`src/rtl/prga_decrypt.sv`:
```
// RC4 pseudo-random generation stage.
// Runs after key scheduling has left the S permutation in memory. For each
// message byte it swaps two S entries, forms the keystream byte, XORs it
// with the ciphertext ROM byte and writes the result to the plaintext RAM.
// It also flags whether the whole message is lowercase letters and spaces,
// which the key-search logic uses to recognise a correct key.
//
// Memory model: an address driven in cycle c returns its data, which is
// sampled at the end of cycle c+1. S and the ciphertext ROM are separate
// memories, so the final keystream read and the ciphertext read overlap.
// Every byte takes six cycles:
//   RD_I  -> address S[i+1]
//   CAP_I -> capture S[i], address S[j+S[i]]
//   CAP_J -> capture S[j], write S[i] = S[j]
//   WR_J  -> write S[j] = old S[i]
//   RD_F  -> address S[S[i]+S[j]] and ciphertext[k]
//   CAP_F -> write plaintext[k] = keystream ^ ciphertext
`timescale 1ns/1ps

module prga_decrypt #(
   parameter int MSG_LEN = 32
) (
   input  logic       i_clk,
   input  logic       i_rst_n,
   input  logic       i_start,
   output logic [7:0] o_s_addr,
   output logic [7:0] o_s_wrdata,
   output logic       o_s_wren,
   input  logic [7:0] i_s_rddata,
   output logic [7:0] o_ct_addr,
   input  logic [7:0] i_ct_rddata,
   output logic [7:0] o_pt_addr,
   output logic [7:0] o_pt_wrdata,
   output logic       o_pt_wren,
   output logic       o_done,
   output logic       o_plain_ok
);

   // Sequencer states, one cycle each except IDLE and DONE.
   localparam logic [2:0] IDLE  = 3'd0;
   localparam logic [2:0] RD_I  = 3'd1;
   localparam logic [2:0] CAP_I = 3'd2;
   localparam logic [2:0] CAP_J = 3'd3;
   localparam logic [2:0] WR_J  = 3'd4;
   localparam logic [2:0] RD_F  = 3'd5;
   localparam logic [2:0] CAP_F = 3'd6;
   localparam logic [2:0] DONE  = 3'd7;

   // Index of the final message byte. Comparing k against this instead of
   // counting up to MSG_LEN keeps k at 8 bits even for a 256-byte message.
   localparam logic [7:0] LAST_K = 8'(MSG_LEN - 1);

   logic [2:0] r_state;
   logic [7:0] r_i;
   logic [7:0] r_j;
   logic [7:0] r_k;
   logic [7:0] r_si;
   logic [7:0] r_sj;
   logic       r_done;
   logic       r_plain_ok;

   logic [7:0] w_j_next;
   logic [7:0] w_f_addr;
   logic [7:0] w_pt_byte;
   logic       w_is_text;
   logic       w_last_byte;

   // j advances by the S[i] value arriving this cycle; the same sum is the
   // address of S[j], so it is shared between the register and the port.
   assign w_j_next    = r_j + i_s_rddata;
   // Keystream address comes from the latched pre-swap values, no reread.
   assign w_f_addr    = r_si + r_sj;
   assign w_pt_byte   = i_s_rddata ^ i_ct_rddata;
   assign w_is_text   = (w_pt_byte == 8'h20) ||
                        ((w_pt_byte >= 8'h61) && (w_pt_byte <= 8'h7A));
   assign w_last_byte = (r_k == LAST_K);

   // Sequencer and index/value registers. DONE is terminal; only reset
   // leaves it, so a start held high after a run cannot retrigger.
   always_ff @(posedge i_clk or negedge i_rst_n) begin
      if (!i_rst_n) begin
         r_state    <= IDLE;
         r_i        <= 8'd0;
         r_j        <= 8'd0;
         r_k        <= 8'd0;
         r_si       <= 8'd0;
         r_sj       <= 8'd0;
         r_done     <= 1'b0;
         r_plain_ok <= 1'b1;
      end else begin
         case (r_state)
            IDLE: begin
               if (i_start) begin
                  r_i        <= 8'd0;
                  r_j        <= 8'd0;
                  r_k        <= 8'd0;
                  r_plain_ok <= 1'b1;
                  r_state    <= RD_I;
               end
            end
            RD_I: begin
               r_i     <= r_i + 8'd1;
               r_state <= CAP_I;
            end
            CAP_I: begin
               r_si    <= i_s_rddata;
               r_j     <= w_j_next;
               r_state <= CAP_J;
            end
            CAP_J: begin
               r_sj    <= i_s_rddata;
               r_state <= WR_J;
            end
            WR_J: begin
               r_state <= RD_F;
            end
            RD_F: begin
               r_state <= CAP_F;
            end
            CAP_F: begin
               if (!w_is_text) begin
                  r_plain_ok <= 1'b0;
               end
               if (w_last_byte) begin
                  r_state <= DONE;
               end else begin
                  r_k     <= r_k + 8'd1;
                  r_state <= RD_I;
               end
            end
            DONE: begin
               r_done <= 1'b1;
            end
            default: begin
               r_state <= IDLE;
            end
         endcase
      end
   end

   // Memory ports decoded from the current state. Because they depend only
   // on state and registers (plus the registered memory data), a reset
   // clears every strobe and address immediately.
   always_comb begin
      o_s_addr    = 8'd0;
      o_s_wrdata  = 8'd0;
      o_s_wren    = 1'b0;
      o_ct_addr   = 8'd0;
      o_pt_addr   = 8'd0;
      o_pt_wrdata = 8'd0;
      o_pt_wren   = 1'b0;
      case (r_state)
         RD_I: begin
            o_s_addr = r_i + 8'd1;
         end
         CAP_I: begin
            o_s_addr = w_j_next;
         end
         CAP_J: begin
            o_s_addr   = r_i;
            o_s_wrdata = i_s_rddata;
            o_s_wren   = 1'b1;
         end
         WR_J: begin
            o_s_addr   = r_j;
            o_s_wrdata = r_si;
            o_s_wren   = 1'b1;
         end
         RD_F: begin
            o_s_addr  = w_f_addr;
            o_ct_addr = r_k;
         end
         CAP_F: begin
            o_pt_addr   = r_k;
            o_pt_wrdata = w_pt_byte;
            o_pt_wren   = 1'b1;
         end
         default: begin
            o_s_addr = 8'd0;
         end
      endcase
   end

   assign o_done     = r_done;
   assign o_plain_ok = r_plain_ok;

endmodule

```
`config.mk`:
```
export PLATFORM = sky130hd
export DESIGN_NAME = prga_decrypt
export DESIGN_NICKNAME = d
export VERILOG_FILES = /design/src/rtl/prga_decrypt.sv
export SDC_FILE = /design/constraint.sdc
export NUM_CORES = 1
export LEC_CHECK = 0
export BUFFER_PORTS_ARGS = -buffer_cell sky130_fd_sc_hd__buf_2
export CAP_MARGIN = 20
export CORE_MARGIN = 2
export CORE_UTILIZATION = 40
export CTS_CLUSTER_DIAMETER = 100
export DETAILED_ROUTE_END_ITERATION = 8
export SLEW_MARGIN = 20
export SYNTH_ARGS = -nofsm -noshare
export SYNTH_HDL_FRONTEND = slang
export SYNTH_SLANG_ARGS = --single-unit
```
`constraint.sdc`:
```
create_clock -name i_clk -period 2.05 [get_ports i_clk]
set_input_delay 0.1025 -clock i_clk [delete_from_list [all_inputs] [get_ports i_clk]]
set_output_delay 0.1025 -clock i_clk [all_outputs]
set_load 0.1 [all_outputs]
```
# == Word-level counts from Yosys, hierarchy flattened ==
# Cells that the tools add are included.
# word_totals
reg_bits,45
input_bits,19
elab_cells,58
# op_classes
add_sub_neg,4
order_cmp,2
n_eq_ne,12
muxes,18
bitwise,1
n_reduce_logical,13
# op_table
cell,n
8-bit one-hot mux with 2 select lines,4
8-bit two-way mux,5
8-bit one-hot mux with 5 select lines,1
3-bit one-hot mux with 7 select lines,1
8-bit by 1-bit adder with 8-bit output (second input constant),2
8-bit adder,2
3-bit equality test (second input constant),4
8-bit by 5-bit equality test with 1-bit output (second input constant),1
8-bit by 6-bit equality test with 1-bit output (second input constant),1
8-bit by 7-bit >= comparator with 1-bit output (second input constant),1
8-bit by 7-bit less-or-equal comparator with 1-bit output (second input constant),1
8-bit XOR,1
7-bit nonzero test,1
3-bit by 2-bit equality test with 1-bit output (second input constant),2
3-bit two-way mux,2
2-bit inequality test (second input constant),3
2-bit AND reduction,3
3-bit AND reduction,2
2-bit nonzero test,3
1-bit two-way mux,4
3-bit by 1-bit equality test with 1-bit output (second input constant),1
3-bit logical NOT,1
1-bit one-hot mux with 2 select lines,1
2-bit OR reduction,1
2 further kinds,2

# == Depth between registers and ports, before layout ==
# logic_depth
ltp_word,6
depth_mapped,9
depth_no_buf,9

# == Worst setup path before layout ==
# No wires, ideal clock.
# synth_path
kind,flip-flop to output port
from,reg r_j[3]
to,out o_s_addr[7]
t_arrival_ns,3.806
path_slack_ns,-1.858
path_stages_with_launch,7
path_buffers,0
path_cell_list,dfrtp_1 ha_1 or4_1 o22ai_1 xnor2_1 xnor2_1 o311ai_1
# synth_between
elab_chain_len,2
# synth_lines
element,line_no,source
"start, declared",55,logic [7:0] r_j;
"start signal, assigned",107,r_j <= w_j_next;
8-bit adder,70,assign w_j_next = r_j + i_s_rddata;
8-bit one-hot mux with 5 select lines,152,case (r_state)
"end, declared",26,"output logic [7:0] o_s_addr,"
# No other way between the ends.

# == Worst setup path after layout ==
# layout_path
from,reg r_si[0]
to,out o_s_addr[6]
# layout_between
elab_chain_len,2
# layout_lines
element,line_no,source
"start, declared",57,logic [7:0] r_si;
"start signal, assigned",106,r_si <= i_s_rddata;
8-bit adder,72,assign w_f_addr = r_si + r_sj;
8-bit one-hot mux with 5 select lines,152,
# No other way between the ends.

==> flow_summary.json <==
{
  "numPortBuffers": 62,
  "syn-num-nets": 411,
  "synthSimpleGateAreaFrac_pct": 22.4,
  "path_cells": "ha_2 > fa_2 > a21o_1 > a21oi_4 > o211ai_1 > o41ai_2 > o21ai_2 > a31oi_4 > buf_12",
  "synth_cells": 373,
  "synth.distinct_cells": 54,
  "yosys.area_share.adder_pct": 7.74,
  "synth_seq_cells": 45,
  "seq_area_frac_synth_pct": 34.5,
  "area_growth_pct": 60.0,
  "required_ns": 1.95,
  "hold_violations": 0,
  "slew_headroom_pct": 64.4,
  "route.met3.wl_um": 421,
  "dpl.cell_count": 586,
  "end_kind": "output port",
  "met1_length_mm": 4.44,
  "clk_pin_slew_worst_paths_ns": 0.09,
  "fp.dieH_um": 94.4,
  "grt_setup_unrepaired": "yes",
  "grtUsageTotal_pct": 23.3,
  "cts_tree": "yes",
  "hpwl_mm": 7.67,
  "htree_levels": 2,
  "nets": 537,
  "max_stage_delay_ns": 0.40,
  "vias": 3253,
  "cts_max_path_buffers": 2,
  "synth.area.mux_share_pct": 4.33,
  "wl_per_cell_um": 16.6,
  "synth.top_cell.area_share_pct": 33.7,
  "startpoint_type": "register",
  "worst_ir_drop_vdd_mv": 0.664,
  "crit_fanout": 2,
  "violations": "setup timing",
  "die_w_um": 94.4,
  "clock_sinks": 45,
  "finalSetupViolCount": 7,
  "synth-compound-area-share_pct": 21.6,
  "synth.avg_cell_area_um2": 8.76,
  "fillers": 600,
  "synth_top_family_by_area": "simple AND/OR/NAND/NOR gates",
  "status": "finished with violations",
  "clk_latency_ns": 0.30,
  "cts-buffers-inserted": 5,
  "pin_count": 63,
  "first_iter_violations": 118,
  "crit_slowest_cell": "dfrtp_1",
  "maxUsedRoutingLayer": "met4",
  "grt_pass1_vias": 3260,
  "firstDrtPassIters": 4,
  "synth.area.top_cells": "dfrtp_1 (34%), ha_1 (6.5%), nand2_1 (5.4%)",
  "power_mw": 5.20,
  "critPathArrivalTime_ns": 2.42,
  "min_path_type": "in2reg",
  "initial_utilization_pct": 41.8,
  "period_share_pct": 123,
  "rows": 32,
  "multi_input_area_um2": 2320,
  "dieArea_um2": 8900,
  "maxSlewViolCount": 0,
  "routabilityCongestion": 0.918,
  "fin_setup_tns_ns": -2.35,
  "timing.fmax_mhz": 396,
  "wl_met2_mm": 4.95,
  "maxCapViolCount": 0,
  "netlist_area_um2": 3270,
  "synth_largest_area_cell": "dfrtp_1",
  "synth_xor_area_share_pct": 6.17,
  "finalCriticalPeriod_ns": 2.53,
  "viasPerCell": 5.40,
  "worst_pin_slew_ns": 0.532,
  "antenna_found_initial": 0,
  "p_per_area_nw_per_um2": 995,
  "drive_above_1_share_pct": 44.4,
  "grt-ovfl-total": 0,
  "instances_no_fill": 602,
  "wirelength_mm": 10.0,
  "p_leak_nw": 2.29,
  "hold_ws_ns": 0.0851,
  "seq_area_um2": 1130,
  "grt_pass1_wl_mm": 16.0,
  "route.detailed.drc": 0,
  "fin_skew_ns": 0.0151,
  "grt_max_degree": 27,
  "path_class": "reg2out",
  "ant_nets": 0,
  "async_flop_share_pct": 100,
  "synth_ff_type": "dfrtp_1",
  "design.core.area_um2": 7810,
  "setup_slack_ns": -0.477,
  "clock-root-buffer": "clkbuf_8",
  "antennaDiodeCount": 0,
  "ys_warn_count": 0,
  "synth_edf_count": 0
}
[cell usage after synthesis, types with 3 or more instances]
cell type and number:
o22ai_1 5, mux2i_1 4, a21oi_1 15, xor2_1 7
a211oi_1 8, nor2_1 26, nor3_1 9, inv_1 9
or3_1 4, xnor2_1 16, a22o_1 11, a22oi_1 3
nand2_1 47, o21ai_0 29, a21o_1 6, o211ai_1 5
buf_2 6, clkbuf_1 9, nand2b_1 6, dfrtp_1 44
mux2_2 9, a31oi_1 4, nand3_1 9, o31ai_1 5
and3_1 3, and2_1 26, ha_1 17
[final timing paths]
| kind | from | endpoint | slack (ns) | cells after the start |
|---|---|---|---|---|
| setup / recovery | r_si[0] | o_s_addr[6] | -0.48 | 9 |
| hold / removal | i_s_rddata[6] | r_si[6] | 0.09 | 3 |
| setup reg to reg | r_j[0] | r_j[6] | 0.05 | 10 |
| hold reg to reg | o_done | o_done | 0.48 | 1 |
| max in group asynchronous | i_rst_n | o_plain_ok | 1.19 | 3 |
| min in group asynchronous | i_rst_n | r_j[1] | 0.28 | 2 |
[registers in the layout (all words and copies together) (netlist names)]
register and count:
r_i 8, r_j 8, r_k 8, r_si 8
r_sj 8, r_state 3, o_done 1, o_plain_ok 1
[timing repair]
item                                   in CTS  in global routing
endpoints found under the hold margin      19                  0
resized for setup                          17                 25
setup endpoints to repair                   7                 21
buffers inserted                            8                  2
hold buffers                                1                  0
pin swaps                                  26                 22
[layer usage]
metal	track usage [%]	up-vias
li1	-	1587
met1	30.9	1551
met2	38.6	96
met3	3.83	19
met4	8.09	0
met5	0	-
[where the power goes]
group | internal [mW] | switching [mW] | total (mW)
Sequential | 0.989 | 0.0820 | 1.07
Combinational | 1.49 | 2.05 | 3.54
Clock | 0.275 | 0.314 | 0.589
Total | 2.75 | 2.45 | 5.20
[kinds of logic (layout without fill, tap and decap cells)]
kind of cell,after synthesis,after routing
muxes,13,13
and+or+nand+nor,143,143
AOI/OAI and AO/OA,104,104
buffers and inverters,26,153
adders and majority gates,19,19
DFF,45,45
xor gates and xnor gates,23,23
[final cells by class]
class / instances / share of cell area, %
timing repair buffer: 134 / 28.9
sequential: 45 / 21.6
clock buffer: 7 / 1.65
tap: 102 / 2.44
clock inverter: 1 / 0.144
inverter: 11 / 0.814
multi-input combinational: 302 / 44.4
[placed cells by master, fill, tap and decap left out, types with 6 or more instances in the layout]
| cell | n |
|---|---|
| o21ai_1 | 6 |
| nand3_1 | 9 |
| nand2b_1 | 6 |
| nor3_1 | 8 |
| a21oi_1 | 11 |
| ha_1 | 14 |
| mux2_2 | 9 |
| nor2_1 | 18 |
| a22o_2 | 8 |
| inv_1 | 8 |
| xor2_1 | 6 |
| and2_1 | 17 |
| buf_12 | 43 |
| clkbuf_8 | 6 |
| o21ai_0 | 19 |
| buf_2 | 20 |
| xnor2_1 | 11 |
| and2_2 | 8 |
| nand2_1 | 47 |
| a21o_1 | 6 |
| dfrtp_1 | 42 |
| buf_4 | 66 |
[critical path, delay by kind of cell, from the launching register on]
kind            cells  cell delay, ns
compound gates      6            0.94
fa+ha+maj           2            0.56
buf+inv             1            0.21
flops               1            0.40
[metrics by stage]
stage                     area (µm²)  utilization [%]  setup WS, ns
after floorplan                 3420                -        -0.467
after global placement          4910             62.9        -0.106
after detailed placement        4910             62.9        -0.187
after CTS                       5130             65.7        -0.462
after global routing            5230             66.9        -0.553
final                           5230             66.9        -0.477
Power figures use the tool's default switching activity.
